### src/rtl/apb_master_ctrl.sv
// rtl/apb_master_ctrl.sv - APB initiator FSM driving SETUP/ACCESS phases for one request at a time
module apb_master_ctrl #(
    parameter int TIMEOUT = 16,
    parameter int TO_W    = 8
) (
    input  logic        Hclk,
    input  logic        Hreset,
    input  logic        req_valid,
    output logic        req_ready,
    input  logic        req_write,
    input  logic [31:0] req_addr,
    input  logic [31:0] req_wdata,
    output logic        rsp_valid,
    output logic [31:0] rsp_rdata,
    output logic        rsp_err,
    output logic [2:0]  PSEL,
    output logic        PENABLE,
    output logic        PWRITE,
    output logic [31:0] PADDR,
    output logic [31:0] PWDATA,
    input  logic [31:0] PRDATA,
    input  logic        PREADY
);

    typedef enum logic [1:0] {
        IDLE   = 2'd0,
        SETUP  = 2'd1,
        ACCESS = 2'd2,
        RESP   = 2'd3
    } state_t;

    // Last counter value before an ACCESS phase with PREADY low is abandoned.
    localparam logic [TO_W-1:0] TO_LAST = TO_W'(TIMEOUT - 1);

    state_t          state;
    state_t          state_nxt;
    logic [TO_W-1:0] cnt;
    logic [TO_W-1:0] cnt_nxt;
    logic [2:0]      dec_sel;
    logic [2:0]      psel_nxt;
    logic            penable_nxt;
    logic            pwrite_nxt;
    logic [31:0]     paddr_nxt;
    logic [31:0]     pwdata_nxt;
    logic            rsp_valid_nxt;
    logic [31:0]     rsp_rdata_nxt;
    logic            rsp_err_nxt;

    assign req_ready = (state == IDLE);

    // Map the top address bits onto a one-hot peripheral select; zero means decode miss.
    always_comb begin
        dec_sel = 3'b000;
        case (req_addr[31:26])
            6'b100000: dec_sel = 3'b001;
            6'b100001: dec_sel = 3'b010;
            6'b100010: dec_sel = 3'b100;
            default:   dec_sel = 3'b000;
        endcase
    end

    // Next-state and next-output logic; every output holds unless a transition changes it.
    always_comb begin
        state_nxt     = state;
        cnt_nxt       = cnt;
        psel_nxt      = PSEL;
        penable_nxt   = PENABLE;
        pwrite_nxt    = PWRITE;
        paddr_nxt     = PADDR;
        pwdata_nxt    = PWDATA;
        rsp_valid_nxt = 1'b0;
        rsp_rdata_nxt = rsp_rdata;
        rsp_err_nxt   = rsp_err;
        case (state)
            IDLE: begin
                if (req_valid) begin
                    if (dec_sel != 3'b000) begin
                        psel_nxt    = dec_sel;
                        penable_nxt = 1'b0;
                        paddr_nxt   = req_addr;
                        pwrite_nxt  = req_write;
                        pwdata_nxt  = req_write ? req_wdata : 32'd0;
                        state_nxt   = SETUP;
                    end else begin
                        rsp_valid_nxt = 1'b1;
                        rsp_err_nxt   = 1'b1;
                        rsp_rdata_nxt = 32'd0;
                        state_nxt     = RESP;
                    end
                end
            end
            SETUP: begin
                penable_nxt = 1'b1;
                cnt_nxt     = '0;
                state_nxt   = ACCESS;
            end
            ACCESS: begin
                if (PREADY) begin
                    rsp_rdata_nxt = PWRITE ? 32'd0 : PRDATA;
                    rsp_err_nxt   = 1'b0;
                    rsp_valid_nxt = 1'b1;
                    psel_nxt      = 3'b000;
                    penable_nxt   = 1'b0;
                    state_nxt     = RESP;
                end else if (cnt == TO_LAST) begin
                    rsp_rdata_nxt = 32'd0;
                    rsp_err_nxt   = 1'b1;
                    rsp_valid_nxt = 1'b1;
                    psel_nxt      = 3'b000;
                    penable_nxt   = 1'b0;
                    state_nxt     = RESP;
                end else begin
                    cnt_nxt = cnt + TO_W'(1);
                end
            end
            RESP: begin
                state_nxt = IDLE;
            end
            default: begin
                state_nxt = IDLE;
            end
        endcase
    end

    // Register state and all outputs; reset abandons any transfer without a response.
    always_ff @(posedge Hclk) begin
        if (Hreset) begin
            state     <= IDLE;
            cnt       <= '0;
            PSEL      <= 3'b000;
            PENABLE   <= 1'b0;
            PWRITE    <= 1'b0;
            PADDR     <= 32'd0;
            PWDATA    <= 32'd0;
            rsp_valid <= 1'b0;
            rsp_rdata <= 32'd0;
            rsp_err   <= 1'b0;
        end else begin
            state     <= state_nxt;
            cnt       <= cnt_nxt;
            PSEL      <= psel_nxt;
            PENABLE   <= penable_nxt;
            PWRITE    <= pwrite_nxt;
            PADDR     <= paddr_nxt;
            PWDATA    <= pwdata_nxt;
            rsp_valid <= rsp_valid_nxt;
            rsp_rdata <= rsp_rdata_nxt;
            rsp_err   <= rsp_err_nxt;
        end
    end

endmodule

### config.mk
export PLATFORM = sky130hd
export DESIGN_NAME = apb_master_ctrl
export DESIGN_NICKNAME = d
export VERILOG_FILES = /design/src/rtl/apb_master_ctrl.sv
export SDC_FILE = /design/constraint.sdc
export NUM_CORES = 1
export LEC_CHECK = 0
export BUFFER_PORTS_ARGS = -buffer_cell sky130_fd_sc_hd__buf_2
export CAP_MARGIN = 10
export CORE_ASPECT_RATIO = 1.4
export CORE_MARGIN = 2
export CORE_UTILIZATION = 47
export CTS_CLUSTER_SIZE = 25
export DETAILED_ROUTE_END_ITERATION = 7
export GPL_TIMING_DRIVEN = 1
export PLACE_DENSITY = 0.8
export SLEW_MARGIN = 20
export SYNTH_ARGS = -nofsm -noshare
export SYNTH_HDL_FRONTEND = slang
export SYNTH_SLANG_ARGS = --single-unit
### constraint.sdc
create_clock -name Hclk -period 2.13 [get_ports Hclk]
set_input_delay 0.3195 -clock Hclk [delete_from_list [all_inputs] [get_ports Hclk]]
set_output_delay 0.3195 -clock Hclk [all_outputs]
set_load 0.02 [all_outputs]
==> flow_summary.ini <==
[cts]
cts_tree = yes
cts.clk_slew.worst_paths_ns = 0.05
cts-root-buf = clkbuf_16
clock_latency_ns = 0.40
cts_buffers = 17
clockBufferDepth = 2
cts.sinks = 113
ctsHtreeMaxLevel = 4
cts_hold_buffers = 0

[setup_path]
cp.arrival_ns = 2.38
slowest_delay_ns = 0.34
crit_chain = inv_1 > ha_2 > or2b_2 > o21ai_0 > nand3b_1 > buf_12 > clkbuf_16 > mux2i_1
end_kind = flip-flop
crit_type = flip-flop to flip-flop
crit_path_start_kind = flip-flop
crit_required_ns = 2.46
slowest_stage = or2b_2
crit_fanout = 16
crit_family = simple AND/OR/NAND/NOR gates
crit_buf_inv = 3

[global_routing]
top_usage_layer = met2
use_met3 = 0.07918
use_met1 = 0.2741
grt_max_degree = 65
track_usage = 0.2355
met2_usage = 0.3865
grt_pass1_wl_mm = 19.50
grt_pass1_vias = 4245
overflow = 0
grt_antenna_before_repair = 0

[yosys]
synth_compound_area_frac = 0.1116
synth_area_per_cell_um2 = 8.663
ys.warnings.count = 0
synth-simple-area-share = 0.2263
synthCells = 524
synth_xor_area_frac = 0
netlist_area_um2 = 4539
ys_ff_latch = 113
synth_top_family_by_area = simple AND/OR/NAND/NOR gates
synthAdderAreaFrac = 0.01378
syn-num-nets = 630
seq_area_frac_synth = 0.4983
ys_types = 43
synth_mux_area_frac = 0.08820

[pwr]
p_leak_nw = 2.890
p_per_area_nw_per_um2 = 1135
ir_drop_mv = 0.6934

[floorplan]
initial_utilization = 0.4826
dieWidth_um = 87.06
core_area_um2 = 9407
io_pins = 205
rows = 42
die_area_um2 = 10470
die_height_um = 120.3

[timing]
final.period_utilization = 0.9627
slew_headroom = 0.5653
holdWs_ns = 0.1540
hold_viol_final = 0
worstMarginPinSlew_ns = 0.6511
finalCriticalPeriod_ns = 2.051
max_clock_freq_mhz = 487.7
finClkSkew_ns = 0.005516
report.final.slew_viol_count = 0
setup_viol = 0

[placed_design]
dpl.cell_count = 808
numPortBuffers = 204
dp_hpwl_mm = 8.624
dpl_cell_area_um2 = 5540
place.gp.congestion = 0.8435

[finish]
area_delta_synth_final_pct = 37.73
nets = 826
regArea_um2 = 2262
instances_no_fill = 842
drive_above_1_share = 0.3525
multi_input_area_um2 = 2007
antennaDiodeCount = 0
fillers = 782
design_area_um2 = 6252

[status]
status = complete, no violations

[routing]
wl_mm = 12.57
wl_per_cell_um = 14.93
vias = 4383
ant_nets = 0
drc = 0
viasPerCell = 5.205
drtIter0Drc = 181
first_pass_iters = 5

[hold_path]
hold_class = input pin to flip-flop

[flow_run]
drv_cap = 0
## power breakdown
part	leakage, nW	switching (mW)	internal (mW)	total, mW
clock network	0.308	0.938	2.07	3.01
logic	1.67	0.959	0.847	1.81
registers	0.912	0.0585	2.22	2.28
total	2.89	1.95	5.14	7.09
## synth_stat cells, drive strengths merged
cell type     instances  area share
o21a                  2      0.0033
nand4                 1      0.0014
a41o                  1      0.0022
or3b                  1      0.0019
or3                   4      0.0058
a2111oi               1      0.0061
o21ai                 6      0.0091
nand2b                2      0.0028
dlygate4sd1           3      0.0058
nand2               170        0.14
nor2b                 2      0.0028
inv                   5      0.0041
or2b                  1      0.0019
a211oi                1      0.0028
dlymetal6s2s          1      0.0028
o21bai                1      0.0017
and2b                 1      0.0017
mux2i                40       0.088
a21oi                68       0.075
o2111ai               3      0.0058
a32oi                 1      0.0019
nor4b                 1      0.0033
nand3b                3      0.0050
or4                   1      0.0025
a41oi                 1      0.0019
nor3                  1      0.0011
and3                  5      0.0072
nor3b                 1      0.0017
buf                  12       0.026
dlygate4sd3           2      0.0044
nand3                37       0.041
dfxtp               113        0.50
nor2                  5      0.0041
ha                    5       0.014
clkbuf               20       0.019
and4                  1      0.0019
a311oi                1      0.0019
## cells in the final DEF, fill, tap and decap left out, drive strengths merged, types with 2 or more instances in the layout
cell      count
o21a          2
clkbuf       24
ha            5
nand2       170
bufinv        4
nand2b        2
o21ai         6
nand3b        3
clkinvlp      2
inv           5
buf         213
nor2b         2
o2111ai       3
clkinv        3
mux2i        40
or3           4
and3          5
nand3        37
nor2          5
dfxtp       113
a21oi        68
## per-layer routing
layer  wire length (µm)  share of wire
met5                  0              0
met1               4850           0.39
met3               1096          0.087
met2               6363           0.51
met4                261          0.021
## registers in the layout (all words and copies together) (netlist names)
signal and cells:
rsp_err 1, PWRITE 1, state 2, PADDR 32, cnt 8, PSEL 3, PENABLE 1, PWDATA 32
rsp_valid 1, rsp_rdata 32
## worst register-to-register path: stages (launching register included)
cell and delay [ns]:
dfxtp_1 0.33, inv_1 0.11, ha_2 0.26, or2b_2 0.34
o21ai_0 0.19, nand3b_1 0.21, buf_12 0.14, clkbuf_16 0.19
mux2i_1 0.21
## metrics by stage
stage	setup TNS [ns]	util	total power [mW]	setup WS, ns
after floorplan	0	-	3.652	0.1065
after global placement	0	0.5890	3.769	0.2429
after detailed placement	0	0.5890	3.822	0.1120
after CTS	0	0.6568	6.854	0.09314
after global routing	-0.1816	0.6647	7.365	-0.01996
final	0	0.6647	7.094	0.07948
## cell type report
cell class	count	share of cell area
timing repair buffer	215	0.1901
inverter	5	0.003002
sequential	113	0.3618
clock inverter	9	0.02461
multi-input combinational	368	0.3210
clock buffer	22	0.07745
tap	110	0.02201
## kinds of logic after synthesis
kind of cell | count (synthesis)
fa+ha+maj | 5
compound gates | 86
mux | 40
simple gates | 237
buf+inv | 43
flops | 113
## final timing paths
kind / startpoint / to / slack (ns) / cells past startpoint
setup / recovery: state[0]$_SDFFE_PP0P_ / rsp_rdata[8]$_SDFFE_PP0P_ / 0.08 / 8
hold / removal: req_addr[19] / PADDR[19]$_SDFFE_PP0P_ / 0.15 / 3
setup reg to reg: state[0]$_SDFFE_PP0P_ / rsp_rdata[8]$_SDFFE_PP0P_ / 0.08 / 8
hold reg to reg: rsp_err$_SDFFE_PP0P_ / rsp_err$_SDFFE_PP0P_ / 0.45 / 2
## repair_timing
action | in CTS | in global routing
hold endpoints to repair | 0 | 0
buffers inserted | 0 | 1
gates resized for setup | 0 | 2
endpoints found under the setup margin | 0 | 33
Note: power is estimated with default switching activity, not from simulation.
